===== src/rtl/n_term_edge_probe.sv =====
// North-edge capture probe: snapshots a pre/post-trigger window of the
// terminated north wires and streams it out oldest-first over valid/ready.
module n_term_edge_probe #(
    parameter  int WIDTH = 52,
    parameter  int DEPTH = 8,
    localparam int AW    = $clog2(DEPTH)
) (
    input  logic             UserCLK,
    input  logic             RST,
    input  logic [WIDTH-1:0] wire_in,
    input  logic [WIDTH-1:0] trig_mask,
    input  logic [WIDTH-1:0] trig_value,
    input  logic [AW:0]      post_trig,
    input  logic             arm,
    input  logic             abort,
    output logic             rd_valid,
    input  logic             rd_ready,
    output logic [WIDTH-1:0] rd_data,
    output logic             rd_last,
    output logic             busy,
    output logic             triggered,
    output logic [AW-1:0]    trig_index
);

    typedef enum logic [1:0] {
        S_IDLE,
        S_ARMED,
        S_POST,
        S_READ
    } state_t;

    localparam logic [AW:0] FULL    = (AW+1)'(DEPTH);
    localparam logic [AW:0] POSTMAX = (AW+1)'(DEPTH - 1);
    localparam logic [AW:0] ONE     = (AW+1)'(1);

    state_t           r_state;
    state_t           w_next;
    logic [WIDTH-1:0] r_sample;
    logic [WIDTH-1:0] r_mem [DEPTH];
    logic [AW-1:0]    r_wr_ptr;
    logic [AW-1:0]    r_rd_ptr;
    logic [AW:0]      r_fill;
    logic [AW:0]      r_remaining;
    logic [AW:0]      r_post;
    logic [AW:0]      r_count;
    logic [AW-1:0]    r_trig_idx;
    logic             r_trig;

    logic             w_match;
    logic             w_write;
    logic             w_accept;
    logic             w_enter_read;
    logic [AW-1:0]    w_wr_ptr_nx;
    logic [AW:0]      w_fill_nx;
    logic [AW:0]      w_post_eff;

    assign w_match     = ((r_sample ^ trig_value) & trig_mask) == '0;
    assign w_write     = !abort && (r_state == S_ARMED || r_state == S_POST);
    assign w_accept    = rd_valid && rd_ready;
    assign w_wr_ptr_nx = r_wr_ptr + AW'(1);
    assign w_fill_nx   = (r_fill == FULL) ? r_fill : r_fill + ONE;
    assign w_post_eff  = (post_trig > POSTMAX) ? POSTMAX : post_trig;
    assign w_enter_read = (w_next == S_READ) && (r_state != S_READ);

    always_ff @(posedge UserCLK or posedge RST) begin
        if (RST) r_state <= S_IDLE;
        else     r_state <= w_next;
    end

    always_comb begin
        w_next = r_state;
        if (abort) begin
            w_next = S_IDLE;
        end else begin
            unique case (r_state)
                S_IDLE:  if (arm) w_next = S_ARMED;
                S_ARMED: if (w_match) w_next = (r_post == '0) ? S_READ : S_POST;
                S_POST:  if (r_remaining == ONE) w_next = S_READ;
                S_READ:  if (w_accept && rd_last) w_next = S_IDLE;
                default: w_next = S_IDLE;
            endcase
        end
    end

    always_comb begin
        busy       = (r_state != S_IDLE);
        rd_valid   = (r_state == S_READ);
        rd_last    = rd_valid && (r_count == ONE);
        rd_data    = r_mem[r_rd_ptr];
        triggered  = r_trig;
        trig_index = r_trig_idx;
    end

    // Buffer is deliberately left out of reset.
    always_ff @(posedge UserCLK) begin
        if (w_write) r_mem[r_wr_ptr] <= r_sample;
    end

    always_ff @(posedge UserCLK or posedge RST) begin
        if (RST) begin
            r_sample    <= '0;
            r_wr_ptr    <= '0;
            r_rd_ptr    <= '0;
            r_fill      <= '0;
            r_remaining <= '0;
            r_post      <= '0;
            r_count     <= '0;
            r_trig_idx  <= '0;
            r_trig      <= 1'b0;
        end else begin
            r_sample <= wire_in;
            if (abort) begin
                r_trig <= 1'b0;
            end else begin
                if (r_state == S_IDLE && arm) begin
                    r_wr_ptr <= '0;
                    r_fill   <= '0;
                    r_trig   <= 1'b0;
                    r_post   <= w_post_eff;
                end
                if (w_write) begin
                    r_wr_ptr <= w_wr_ptr_nx;
                    r_fill   <= w_fill_nx;
                end
                if (r_state == S_ARMED && w_match) begin
                    r_trig      <= 1'b1;
                    r_remaining <= r_post;
                end
                if (r_state == S_POST) r_remaining <= r_remaining - ONE;
                // Oldest entry sits at wr_ptr once the ring has wrapped.
                if (w_enter_read) begin
                    r_rd_ptr   <= (w_fill_nx == FULL) ? w_wr_ptr_nx : '0;
                    r_count    <= w_fill_nx;
                    r_trig_idx <= AW'(w_fill_nx - ONE - r_post);
                end else if (w_accept) begin
                    r_rd_ptr <= r_rd_ptr + AW'(1);
                    r_count  <= r_count - ONE;
                end
            end
        end
    end

endmodule

===== config.mk =====
export PLATFORM = sky130hd
export DESIGN_NAME = n_term_edge_probe
export DESIGN_NICKNAME = d
export VERILOG_FILES = /design/src/rtl/n_term_edge_probe.sv
export SDC_FILE = /design/constraint.sdc
export NUM_CORES = 1
export LEC_CHECK = 0
export CAP_MARGIN = 40
export CORE_ASPECT_RATIO = 1.4
export CORE_MARGIN = 10
export CORE_UTILIZATION = 44
export CTS_CLUSTER_SIZE = 30
export DETAILED_ROUTE_END_ITERATION = 10
export PLACE_DENSITY_LB_ADDON = 0.3
export SETUP_SLACK_MARGIN = 0.05
export SLEW_MARGIN = 40
export SYNTH_ARGS = -nofsm -noshare
export SYNTH_HDL_FRONTEND = slang
export SYNTH_SLANG_ARGS = --single-unit

===== constraint.sdc =====
create_clock -name UserCLK -period 12.63 [get_ports UserCLK]
set_input_delay 3.789 -clock UserCLK [delete_from_list [all_inputs] [get_ports UserCLK]]
set_output_delay 3.789 -clock UserCLK [all_outputs]
set_load 0.01 [all_outputs]

---- After elaboration in Yosys (flattened, before gate mapping) ----
Memory sizes are Yosys's and may differ from the RTL's.
Index checks and enable logic that the tools add are counted.
storage, ports and cells
  bits in registers ....................... 80
  logic and storage cells ................. 78
  memory bits (writable) .................. 416
  input bits .............................. 165
  output and inout port bits .............. 59
  memories ................................ 1
memory list
  name   depth  width  read ports  clocked after Yosys merged registers in  wr ports  line  text
  r_mem  8      52     1           0                                        1         39    logic [WIDTH-1:0] r_mem [DEPTH];
operators by class
  bitwise operators ....................... 3
  magnitude comparators ................... 1
  add/subtract/negate cells ............... 7
  reduce and logical (&&, ||, !) cells .... 22
  muxes and demuxes ....................... 25
  equality and inequality tests ........... 9
operator list
  kind                 count
  $and 52x52->52       1
  $logic_not 52->1     1
  $xor 52x52->52       1
  $mux 4               8
  $mux 3               5
  $mux 2               5
  $reduce_and 2->1     5
  $eq 4x1->1 const B   2
  $eq 4x4->1 const B   2
  $pmux 2 s4           1
  $reduce_bool 2->1    4
  $sub 4x1->4 const B  2
  $logic_and 1x1->1    7
  $add 3x1->3 const B  2
  $eq 2x2->1 const B   3
  $mux 1               6
  $add 4x1->4 const B  1
  $gt 4x3->1 const B   1
  $logic_not 4->1      1
  $reduce_bool 3->1    1
  $sub 3x1->3 const B  1
  $sub 3x3->3          1
  $eq 2x1->1 const B   1
  $logic_not 2->1      1
  other kinds (4)      4

---- Logic depth before layout (Yosys ltp) ----
  word-level depth ........................ 10
  depth in mapped cells ................... 11
  depth with buffers taken out ............ 11

---- Least setup slack after synthesis ----
Ideal clock, no wire load.
  path type ............................... input-to-reg
  from .................................... in abort
  to ...................................... mem r_mem[0][0], enable pin
  slack ................................... 2.847 ns
  stages on the path ...................... 4
  arrival ................................. 9.193 ns
  cells stage by stage .................... clkbuf_1 -> inv_1 -> nand2_1 -> nor4_1
between the ends
  cells in the longest elaborated chain, start to end .. 4
RTL lines
  what                          line  text
  from (decl)                   15    input logic abort,
  $logic_not 1->1               58    assign w_write = !abort && (r_state == S_ARMED || r_state == S_POST);
  $logic_and 1x1->1             58
  $mux 1                        96    if (w_write) r_mem[r_wr_ptr] <= r_sample;
  $mux 1 (not written as such)  96
  to (decl)                     39
Every way passes these cells.

---- Final worst setup path ----
  from .................................... reg r_rd_ptr[0]
  to ...................................... out rd_data[48]
between the ends
  cells in the longest elaborated chain, start to end .. 1
RTL lines
  what                    line  text
  from (decl)             41    logic [AW-1:0] r_rd_ptr;
  from (signal assigned)  132   r_rd_ptr <= (w_fill_nx == FULL) ? w_wr_ptr_nx : '0;
  from (signal assigned)  136   r_rd_ptr <= r_rd_ptr + AW'(1);
  $mem_v2 8x52            --
  to (decl)               18    output logic [WIDTH-1:0] rd_data,
Every way passes these cells.

==> impl_metrics.ini <==
[status]
status = completed

[power_and_ir_drop]
irDropWorstVdd_v = 0.000132
p_switching_mw = 1.42
p_per_area_nw_per_um2 = 207
combPwrFrac_pct = 29.9
switching_share_pct = 28.5
seq_power_share_pct = 42.0
internal_power_mw = 3.55
leakagePower_nw = 8.01
p_clk_share_pct = 28.0
total_power_mw = 4.97

[global_route]
gr-usage-met1_pct = 23.2
busiest_layer = met2
track_usage_pct = 18.0
globalRouteMet2Util_pct = 31.2
grt_max_degree = 65
antenna_found_initial = 1
grt.met3_usage_pct = 3.29
grt_pass1_wl_um = 70400
grt_pass1_vias = 10800
grt-ovfl-total = 0

[critical_path]
reg2reg_slack_ps = 9060
worst-path-max-fanout = 44
crit_required_ps = 8840
timing.rr.start = r_sample[51]$_DFF_PP0_
worstPathArrival_ps = 3410
crit_path_start_kind = flop
cp-end-kind = output pin
worstSetupPathType = reg2out
r2r-end = trig_index[2]$_DFFE_PP0P_
reg2regPathDepth = 8

[timing]
fmax_mhz = 139
finalSetupTns_ps = 0
relSlewSlack_pct = 49.0
hold_viol_final = 0
finalSetupViolCount = 0
hold_ws_ps = 520
fin_crit_ps = 7190
tightest_slew_ps = 762
fin_ws_ps = 5440
drv_slew = 0
skew_ps = 22.8
min_period_over_period_pct = 57.0
rsz0062_at_grt = false

[yosys]
synth.yosys.warnings = 0
synth_cell_type_count = 49
synth_largest_area_cell = edfxtp_1
synth_edf_count = 416
syn_area_per_cell_um2 = 20.5
syn-num-nets = 1123
synthFlopType = edfxtp_1
ys_ff_latch = 496
synth-async-reset-ratio_pct = 16.1
yosysSeqAreaShare_pct = 74.8
netlist_area_um2 = 19400
yosysTopAreaCellShare_pct = 64.5
synth_area_leaders = edfxtp_1, mux4_2, dfrtp_1, mux2_2, xor2_1
syn_inst = 943

[flow_run]
cap_violations = 0

[detailed_routing]
vias_per_cell = 5.55
vias = 9941
drt_pass1_iterations = 4
detail-route-antenna-nets = 0
routedWlPerCell_um = 26.6
drc_errors = 0
drt_wl_total_um = 47600
initialDrtViolationCount = 717

[floorplan]
rows = 90
initial_core_util_pct = 44.7
coreArea_um2 = 43400
dieHeight_um = 268
pin_count = 224
dieArea_um2 = 52900
dieWidth_um = 197

[cts]
cts_sinks = 496
post_cts_resized = 0
cts_buffers = 48
clock_latency_ps = 570
clk_pin_slew_ps = 70
clk_path_buf_depth = 3
cts-htree-levels = 2
cts_tree = done
cts_hold_buf = 0
cts_setup_buffers = 0
ctsRootBufferMaster = clkbuf_16

[finish]
final_util_pct = 55.4
drive_above_1_share_pct = 21.6
nets = 1381
fillers = 3286
syn2layout_area_growth_pct = 23.9

[placed_design]
dp_hpwl_um = 30100
pre_cts_slack_ps = 5170
place.gp.congestion = 0.844
io_buffers = 223

[min_path]
min-delay-start = trig_index[2]$_DFFE_PP0P_
hold_class = reg2reg
min_to = trig_index[2]$_DFFE_PP0P_
min_path_cells = 1
==> worst max path at each step <==
stage / start / end / slack (ps)
2_1_floorplan: abort / r_mem[0][0]$_DFFE_PP_ / 2850
3_3_place_gp: trig_value[29] / trig_index[2]$_DFFE_PP0P_ / 5030
3_5_place_dp: trig_value[12] / trig_index[2]$_DFFE_PP0P_ / 5170
4_1_cts: r_rd_ptr[0]$_DFFE_PP0P_ / rd_data[48] / 5360
5_1_grt: r_rd_ptr[0]$_DFFE_PP0P_ / rd_data[48] / 5250
6_report: r_rd_ptr[0]$_DFFE_PP0P_ / rd_data[48] / 5440
==> critical path, stage by stage (launching register included) <==
cell             delay, ps
dfrtp_4                760
buf_6                  560
mux4_2                 620
mux2_2                 320
clkdlybuf4s50_1        500
==> logic make-up (layout without fill, tap and decap cells) <==
family,Yosys count,in the layout,share of synthesized area [%]
DFF,496,496,74.8
muxes,161,161,15.4
and+or+nand+nor,89,89,2.40
AOI/OAI and AO/OA,72,72,2.74
xor gates and xnor gates,57,57,2.58
buffers and inverters,53,349,1.07
adders and majority gates,15,15,1.01
other,0,1,0
==> flip-flops by register name (all words and copies together) (netlist names) <==
register and count:
r_count 4, r_fill 4, r_mem 416, r_post 4, r_rd_ptr 3, r_remaining 4, r_sample 52, r_state 2
r_wr_ptr 3, trig_index 3, triggered 1
==> through the flow <==
step           instances  area [um^2]
5_1_grt             1792        24000
4_1_cts             1791        24000
6_report            1792        24000
3_3_place_gp        1698        22300
3_5_place_dp        1703        22500
2_1_floorplan        943        19400
==> power by group through the flow <==
stage	Sequential, mW	Combinational, mW	Clock [mW]
detailed placement	2.13	1.52	0
CTS	2.09	1.53	1.43
global placement	2.14	1.47	0
finish	2.09	1.49	1.39
global route	2.11	1.60	1.49
floorplan	2.03	0.938	0
==> cells in the final DEF (no fill, tap or decap), types with 10 or more instances in the layout <==
master,count
dfrtp_1,77
mux4_2,104
a22oi_1,26
edfxtp_1,416
nor2_1,12
inv_1,16
clkbuf_1,13
ha_1,14
clkbuf_16,49
buf_4,11
a21oi_1,10
mux2_2,53
o21ai_0,12
clkdlybuf4s50_1,223
xor2_1,53
nand2_1,24
==> routing by layer <==
metal,vias to the layer above,wire length (um)
met5,-,0
met4,0,773
met3,50,2700
met2,325,24900
met1,5224,19200
li1,4342,-
==> synthesized netlist by cell type (2+ instances only) <==
| cell type | n |
|---|---|
| edfxtp_1 | 416 |
| mux4_2 | 104 |
| dfrtp_1 | 80 |
| mux2_2 | 53 |
| xor2_1 | 53 |
| a22oi_1 | 26 |
| clkbuf_1 | 24 |
| nand2_1 | 24 |
| inv_1 | 17 |
| nor2_1 | 15 |
| ha_1 | 14 |
| o21ai_0 | 12 |
| nor3_1 | 11 |
| a21oi_1 | 10 |
| buf_1 | 7 |
| nand4_1 | 7 |
| nand3_1 | 6 |
| and3_1 | 5 |
| a22o_1 | 4 |
| buf_2 | 4 |
| nand2b_1 | 4 |
| xnor2_1 | 4 |
| a211oi_1 | 3 |
| a311o_1 | 3 |
| and2_1 | 3 |
| nor4_1 | 3 |
| o211ai_1 | 3 |
| a21o_1 | 2 |
| a221oi_1 | 2 |
| mux2_1 | 2 |
| mux2i_1 | 2 |
| or3_1 | 2 |
| or4_1 | 2 |
==> final cells by class <==
cell class | count | area, um^2 | share of cell area [%]
clock inverters | 19 | 159 | 0.662
inverters | 17 | 66.3 | 0.276
flip-flops and latches | 496 | 14500 | 60.4
clock buffers | 69 | 1370 | 5.71
diodes | 1 | 2.50 | 0.0104
multi-input cells | 394 | 4720 | 19.7
well taps | 552 | 691 | 2.88
repair buffers | 244 | 2480 | 10.4
Note: power is estimated with default switching activity, not from simulation.
